$ cat src/rtl/global_timer_sync_rx.sv
// Receive side of the global timer sync link: deserialises the 35-bit broadcast
// frame, checks parity/stop, applies link and frame compensation, tracks lock.
module global_timer_sync_rx #(
    parameter int unsigned LINK_DELAY = 8,
    parameter int unsigned TIMEOUT    = 65535
) (
    input  logic        Clk,
    input  logic        Reset_n,
    input  logic        i_enable,
    input  logic        i_sync,
    output logic [31:0] o_value,
    output logic        o_write,
    output logic        o_parity_err,
    output logic        o_frame_err,
    output logic        o_locked
);

    typedef enum logic [2:0] {
        ST_IDLE,
        ST_DATA,
        ST_PARITY,
        ST_STOP,
        ST_BREAK
    } state_t;

    // Cycles from start-bit sampling to the o_write cycle.
    localparam logic [31:0] FRAME_COMP  = 32'd35;
    localparam logic [15:0] LOCK_RELOAD = 16'(TIMEOUT);

    state_t      state;
    logic [31:0] shift_reg;
    logic [4:0]  bit_cnt;
    logic        par_bit;
    logic [15:0] lock_cnt;
    logic        good_frame;

    function automatic logic [31:0] compensate(input logic [31:0] d);
        return d + FRAME_COMP + 32'(LINK_DELAY);
    endfunction

    assign good_frame = (state == ST_STOP) && i_enable && i_sync &&
                        (par_bit == ^shift_reg);

    always_ff @(posedge Clk or negedge Reset_n) begin
        if (!Reset_n) begin
            state        <= ST_IDLE;
            shift_reg    <= '0;
            bit_cnt      <= '0;
            par_bit      <= 1'b0;
            o_value      <= '0;
            o_write      <= 1'b0;
            o_parity_err <= 1'b0;
            o_frame_err  <= 1'b0;
        end else begin
            o_write      <= 1'b0;
            o_parity_err <= 1'b0;
            o_frame_err  <= 1'b0;
            if (!i_enable) begin
                state     <= ST_IDLE;
                shift_reg <= '0;
                bit_cnt   <= '0;
            end else begin
                case (state)
                    ST_IDLE: begin
                        if (!i_sync) begin
                            state   <= ST_DATA;
                            bit_cnt <= '0;
                        end
                    end
                    ST_DATA: begin
                        shift_reg <= {shift_reg[30:0], i_sync};
                        bit_cnt   <= bit_cnt + 5'd1;
                        if (bit_cnt == 5'd31) state <= ST_PARITY;
                    end
                    ST_PARITY: begin
                        par_bit <= i_sync;
                        state   <= ST_STOP;
                    end
                    ST_STOP: begin
                        if (!i_sync) begin
                            // A low stop bit means we may be mid-stream; wait for idle-high.
                            o_frame_err <= 1'b1;
                            state       <= ST_BREAK;
                        end else begin
                            if (good_frame) begin
                                o_value <= compensate(shift_reg);
                                o_write <= 1'b1;
                            end else begin
                                o_parity_err <= 1'b1;
                            end
                            state <= ST_IDLE;
                        end
                    end
                    ST_BREAK: begin
                        if (i_sync) state <= ST_IDLE;
                    end
                    default: state <= ST_IDLE;
                endcase
            end
        end
    end

    // Lock timer: reloaded by each good frame, errors do not refresh it.
    always_ff @(posedge Clk or negedge Reset_n) begin
        if (!Reset_n) begin
            lock_cnt <= '0;
            o_locked <= 1'b0;
        end else if (good_frame) begin
            lock_cnt <= LOCK_RELOAD;
            o_locked <= (LOCK_RELOAD != 16'd0);
        end else if (lock_cnt != 16'd0) begin
            lock_cnt <= lock_cnt - 16'd1;
            o_locked <= (lock_cnt != 16'd1);
        end
    end

endmodule

$ cat config.mk
export PLATFORM = sky130hd
export DESIGN_NAME = global_timer_sync_rx
export DESIGN_NICKNAME = d
export VERILOG_FILES = /design/src/rtl/global_timer_sync_rx.sv
export SDC_FILE = /design/constraint.sdc
export NUM_CORES = 1
export LEC_CHECK = 0
export ABC_AREA = 1
export CORE_MARGIN = 2
export CORE_UTILIZATION = 61
export DETAILED_ROUTE_END_ITERATION = 8
export PLACE_DENSITY = 0.83
export RECOVER_POWER = 50
export REMOVE_ABC_BUFFERS = 1
export SLEW_MARGIN = 0
export SYNTH_ARGS = -nofsm -noshare
export SYNTH_HDL_FRONTEND = slang
export SYNTH_SLANG_ARGS = --single-unit
$ cat constraint.sdc
create_clock -name Clk -period 3.31 [get_ports Clk]
set_input_delay 0.331 -clock Clk [delete_from_list [all_inputs] [get_ports Clk]]
set_output_delay 0.331 -clock Clk [all_outputs]
set_load 0.05 [all_outputs]
==> impl_metrics.tcl, run 1 <==
set metrics [dict create \
    relSlewSlack_pct -0.121 \
    crit_type "reg2reg" \
    muxShareOfSynthArea_pct 0.186 \
    critPathMaxStageDelay_ps 450 \
    n_antenna_cell 0 \
    ys_types 36 \
    p_leak_nw 3.03 \
    grt_max_degree 51 \
    met2_length_um 5850 \
    yosys_warnings 0 \
    top_layer "met4" \
    worstPathArrival_ps 2770 \
    place_congestion 0.939 \
    grtUsageTotal_pct 27.6 \
    fp.dieW_um 98.0 \
    slew_viol_final 32 \
    syn2layout_area_growth_pct 11.6 \
    cts_tree "built" \
    detail_route.vias_per_cell 5.58 \
    finalPower_mw 2.98 \
    drive_above_1_share_pct 4.21 \
    setup_violations 0 \
    antenna_found_initial 0 \
    place_inst 827 \
    synth-simple-area-share_pct 29.2 \
    dieArea_um2 9610 \
    numCtsBuffers 9 \
    firstDrtPassIters 4 \
    cts.repair.resized 0 \
    power_density_nw_per_um2 495 \
    ys_ff_latch 93 \
    grt_pass1_wl_um 21600 \
    cp_slowest_cell "dfrtp_1" \
    synth_ff_type "dfrtp_1" \
    synth_edf_count 0 \
    first_iter_violations 239 \
    nets 755 \
    required_ps 3570 \
    start_util_pct 62.5 \
    start_kind "register" \
    cts_sinks 93 \
    crit_family "simple AND/OR/NAND/NOR gates" \
    skew_ps 12.0 \
    r2r-start "shift_reg[5]$_DFFE_PN0P_" \
    synth.largest_area_cell "dfrtp_1" \
    worstSetupStartpoint "shift_reg[5]$_DFFE_PN0P_" \
    syn_inst 696 \
    synthXorXnorAreaFrac_pct 6.17 \
    p_seq_share_pct 44.1 \
    worstPathCellList "inv_2 -> ha_1 -> inv_1 -> nand2_1 -> nand2_1 -> nand2_1 -> nand2_1 -> nand2_1 -> nand3_1 -> nand3_1 -> nand3_4 -> nand2_1 -> nand2_1" \
    clk_path_buf_depth 2 \
    synthArstFlopShare_pct 100 \
    cts.reportedPaths.clkPinSlew_ps 90 \
    fin_cells 844 \
    core_area_um2 8640 \
    finalHoldViolCount 0 \
    holdWs_ps 476 \
    num_rows 34 \
    netSwitchingFraction_pct 37.0 \
    p_clk_share_pct 26.9 \
    wl_met1_um 5930 \
    status "finished, violations left" \
    syn_area_per_cell_um2 7.75 \
    fin_tns_setup_ps 0 \
    max_cap_violations 1 \
    p_int_mw 1.88 \
    post-route-drc-count 0 \
    finalCriticalPeriod_ps 2510 \
    synth.top_cells.by_area "dfrtp_1 (43%), nand2_1 (14%), nand3_1 (7.3%)" \
    wirelength_um 12500 \
    wire_per_inst_um 14.8 \
    ir_drop_mv 0.428 \
    met3_wirelength_um 564 \
    cts_root_buf "clkbuf_8" \
    failed_checks "capacitance limit, slew limit" \
    cts_setup_buffers 0 \
    power.switching_mw 1.10 \
    ant_nets 0 \
    ys_top_cells_by_count "nand2_1 (197), inv_1 (98), dfrtp_1 (93), nand3_1 (79), nor2_1 (47)" \
    fin_util_pct 69.7 \
    finalCritPeriodShare_pct 75.7 \
    grt_remaining_overflow 0 \
    synth-adder-area-share_pct 4.64 \
    htreeDepth 3 \
    fmax_ghz 0.399 \
    synth_top_family_by_area "simple AND/OR/NAND/NOR gates" \
    die_h_um 98.0 \
    synth_top_area_share_pct 43.1 \
    hp-start "o_value[12]$_DFFE_PN0P_" \
    combPwrFrac_pct 29.0 \
    worst-path-max-fanout 50 \
    syn-cell-area_um2 5390 \
    seq_area_frac_synth_pct 43.1 \
    rsz0062_at_grt "no" \
    vias 4709 \
    grt_pass1_vias 4540 \
    insertion_delay_ps 370 \
    portBuffers 39 \
    post-synth-top-count-cell "nand2_1" \
    io_pins 40 \
    worst_pin_slew_ps 1500 \
    path_buf_inv 2 \
    post-dp-hpwl_um 9180 \
    cpMostUsedCell "nand2_1" \
    synth_compound_area_share_pct 7.17 \
    hold_path_class "reg2reg" \
    end_kind "register" \
]
final timing paths:
check / endpoint / slack, ps / depth (start not counted)
max: o_value[20]$_DFFE_PN0P_ / 800 / 13
min: o_value[12]$_DFFE_PN0P_ / 480 / 2
max reg2reg: o_value[20]$_DFFE_PN0P_ / 800 / 13
min reg2reg: o_value[12]$_DFFE_PN0P_ / 480 / 2
max in group asynchronous: state[2]$_DFFE_PN0P_ / 930 / 3
min in group asynchronous: o_value[18]$_DFFE_PN0P_ / 800 / 2
area by class of cell:
type,instances,area [µm²]
clock inverter,5,58.8
timing repair buffer,44,415
sequential,93,2330
fill,738,2620
inverter,99,372
multi-input combinational,484,2560
tap,108,135
clock buffer,11,151
per-stage QoR:
stage,setup slack (ps),cell area (µm²)
floorplan,756,5260
global placement,932,5810
detailed placement,822,5810
CTS,807,6030
global route,490,6020
finish,803,6020
repair_timing:
action,CTS,global route
hold buffers,1,0
endpoints found under the setup margin,0,0
hold endpoints to repair,22,0
worst min-delay path: stages, from the launching register on:
cell and delay [ps]:
dfrtp_1 350, nand2_1 50, nand2_1 50
power groups by stage:
stage | combinational, mW | clock [mW] | sequential (mW)
after CTS | 0.865 | 0.809 | 1.31
after floorplan | 0.537 | 0 | 1.41
after detailed placement | 0.857 | 0 | 1.33
after global routing | 0.962 | 0.856 | 1.33
final | 0.863 | 0.803 | 1.31
after global placement | 0.827 | 0 | 1.33
logic make-up (layout without fill, tap and decap cells):
logic type / count (synthesis) / after routing
simple gates: 361 / 361
buf+inv: 119 / 159
flops: 93 / 93
compound gates: 64 / 64
xor+xnor: 38 / 38
fa+ha+maj: 20 / 20
mux: 1 / 1
layout by cell type (no fill, tap or decap), types with 2 or more instances in the layout:
cell type,Yosys,routed
nand3b_1,5,5
o21ai_0,14,14
nand3_1,79,79
o21ai_1,5,5
nand2_2,2,2
clkdlybuf4s50_1,0,29
xor2_1,30,30
nand4_1,13,13
nor2_1,47,46
dlygate4sd3_1,0,10
nor3_1,8,8
or2_2,2,2
dfrtp_1,93,93
inv_1,98,98
nand2_1,197,197
clkbuf_1,4,2
o22ai_1,32,32
ha_1,20,20
clkbuf_2,0,2
o21ai_2,2,2
clkinvlp_4,0,2
nor4_1,2,2
clkbuf_8,0,11
xnor2_1,8,8
a21oi_1,6,6
a32o_1,2,2
routing by layer:
layer	vias up	GRT usage, %
met5	-	0
met4	0	8.12
met3	16	3.65
met1	2234	39.1
met2	130	44.8
li1	2329	-
Note: power is estimated with default switching activity, not from simulation.
==> run 2: changes to the inputs <==
Settings changed: CORE_UTILIZATION 61 to 53, PLACE_DENSITY 0.83 to 0.76.
Clock period 3.31 ns to 2.2 ns, I/O delays scaled along.
==> run 2 against run 1 <==
Net effect:
- critical path depth unchanged
- setup slack worse by 640 ps
- hold slack better by 2.3 ps
- global-route usage down 3.5 points
- the run now ends clean
- highest routed layer unchanged
- critical path type unchanged
==> impl_metrics.tcl, run 2 (same netlist as run 1, synthesis figures left out) <==
set metrics [dict create \
    cpMostUsedCell "nand2_1" \
    hp-start "o_value[14]$_DFFE_PN0P_" \
    crit_type "reg2reg" \
    antenna_found_initial 0 \
    layout.cells.most_common "nand2_1" \
    hold_path_depth 2 \
    cts_tree "built" \
    wl_met1_um 5740 \
    portBuffers 39 \
    htreeDepth 3 \
    grt_pass1_wl_um 21600 \
    place_inst 862 \
    crit_family "simple AND/OR/NAND/NOR gates" \
    start_kind "register" \
    required_ps 2450 \
    p_leak_nw 3.10 \
    io_pins 40 \
    vias 4779 \
    insertion_delay_ps 370 \
    cts.reportedPaths.clkPinSlew_ps 90 \
    grtUsageTotal_pct 24.1 \
    wire_per_inst_um 14.4 \
    fin_cells 882 \
    post-dp-hpwl_um 9330 \
    core_area_um2 9820 \
    ant_nets 0 \
    p_int_mw 3.00 \
    fp.dieW_um 105 \
    fin_util_pct 64.0 \
    combPwrFrac_pct 30.3 \
    worstPathArrival_ps 2280 \
    numCtsBuffers 9 \
    netSwitchingFraction_pct 36.0 \
    fmax_ghz 0.492 \
    holdWs_ps 479 \
    layout_common_cells "nand2_1 (196), inv_1 (98), dfrtp_1 (89)" \
    dieArea_um2 11000 \
    p_seq_share_pct 42.2 \
    relSlewSlack_pct 29.9 \
    skew_ps 15.3 \
    firstDrtPassIters 8 \
    p_clk_share_pct 27.5 \
    finalHoldViolCount 0 \
    cts_root_buf "clkbuf_8" \
    end_kind "register" \
    num_rows 36 \
    worst_pin_slew_ps 1050 \
    finalCritPeriodShare_pct 92.4 \
    n_antenna_cell 0 \
    grt_max_degree 55 \
    grt_remaining_overflow 0 \
    place_congestion 0.992 \
    cp_slowest_cell "dfrtp_1" \
    top_layer "met4" \
    met2_length_um 6140 \
    grt_pass1_vias 4718 \
    detail_route.vias_per_cell 5.42 \
    drive_above_1_share_pct 7.48 \
    first_iter_violations 433 \
    ir_drop_mv 0.613 \
    finalCriticalPeriod_ps 2030 \
    syn2layout_area_growth_pct 16.4 \
    nets 768 \
    reg2reg_depth 13 \
    worst-path-max-fanout 19 \
    status "complete, no violations" \
    r2r-start "shift_reg[0]$_DFFE_PN0P_" \
    start_util_pct 54.9 \
    finalPower_mw 4.69 \
    regToRegEndpoint "lock_cnt[2]$_DFFE_PN0P_" \
    min_to "o_value[14]$_DFFE_PN0P_" \
    slew_viol_final 0 \
    setup_violations 0 \
    worstPathCellList "inv_1 -> ha_2 -> nor2_2 -> inv_1 -> nand2_1 -> nand2_1 -> nand2_1 -> nand2_1 -> nand3_1 -> nand3_1 -> nand3_4 -> clkbuf_16 -> o21ai_1" \
    cts_sinks 93 \
    met3_wirelength_um 559 \
    post-route-drc-count 0 \
    wirelength_um 12700 \
    power.switching_mw 1.69 \
    power_density_nw_per_um2 747 \
    path_buf_inv 3 \
    regToRegSetupSlack_ps 170 \
    clk_path_buf_depth 2 \
    num-fill-cells 879 \
    die_h_um 105 \
    max_cap_violations 0 \
    hold_path_class "reg2reg" \
    fin_tns_setup_ps 0 \
    critPathMaxStageDelay_ps 380 \
]
==> run 2: worst reg2reg max path, stage by stage (launching register included) <==
cell       delay, ps
dfrtp_1          380
inv_1            120
ha_2             330
nor2_2           130
inv_1             50
nand2_1           50
nand2_1           50
nand2_1           70
nand2_1           70
nand3_1          100
nand3_1          110
nand3_4          160
clkbuf_16        210
o21ai_1           80
==> run 2: what timing repair did <==
item                                    in CTS  in global routing
setup buffers                                0                  2
endpoints found under the setup margin       0                 50
hold endpoints to repair                    39                  0
resized for setup                            0                 15
hold buffers                                 1                  0
==> run 2: metrics by stage <==
step | setup slack [ps] | area, µm²
5_1_grt | -9.39 | 6280
4_1_cts | 126 | 6190
3_5_place_dp | 142 | 5950
6_report | 168 | 6280
2_1_floorplan | -354 | 5260
3_3_place_gp | 252 | 5950
==> run 2: final cells by class <==
type | count | area (µm²) | share of cell area [%]
sequential | 93 | 2330 | 37.1
timing repair buffer | 57 | 579 | 9.22
inverter | 99 | 374 | 5.96
clock inverter | 5 | 81.3 | 1.29
tap | 133 | 166 | 2.65
multi-input combinational | 484 | 2610 | 41.5
clock buffer | 11 | 141 | 2.25
==> run 2: how the worst max path moves through the flow <==
stage                                   from                       to  cells after the start
floorplan               state[0]$_DFFE_PN0P_   o_value[0]$_DFFE_PN0P_                      7
global placement    shift_reg[0]$_DFFE_PN0P_  lock_cnt[3]$_DFFE_PN0P_                     13
detailed placement  shift_reg[7]$_DFFE_PN0P_  lock_cnt[5]$_DFFE_PN0P_                     10
CTS                 shift_reg[7]$_DFFE_PN0P_  lock_cnt[5]$_DFFE_PN0P_                     10
global route        shift_reg[8]$_DFFE_PN0P_  o_value[15]$_DFFE_PN0P_                     13
finish              shift_reg[0]$_DFFE_PN0P_  lock_cnt[2]$_DFFE_PN0P_                     13
==> run 2: metal layers <==
| metal | vias up | GRT usage (%) |
|---|---|---|
| met5 | - | 0 |
| met4 | 0 | 9.33 |
| met3 | 22 | 3.81 |
| met2 | 123 | 39.8 |
| met1 | 2288 | 31.8 |
| li1 | 2346 | - |
==> run 2: power groups by stage <==
stage	clock [mW]	sequential [mW]	combinational, mW
after floorplan	0	2.12	0.807
after global placement	0	2.00	1.36
after detailed placement	0	2.01	1.41
after CTS	1.31	1.98	1.41
after global routing	1.39	2.00	1.58
final	1.29	1.98	1.42
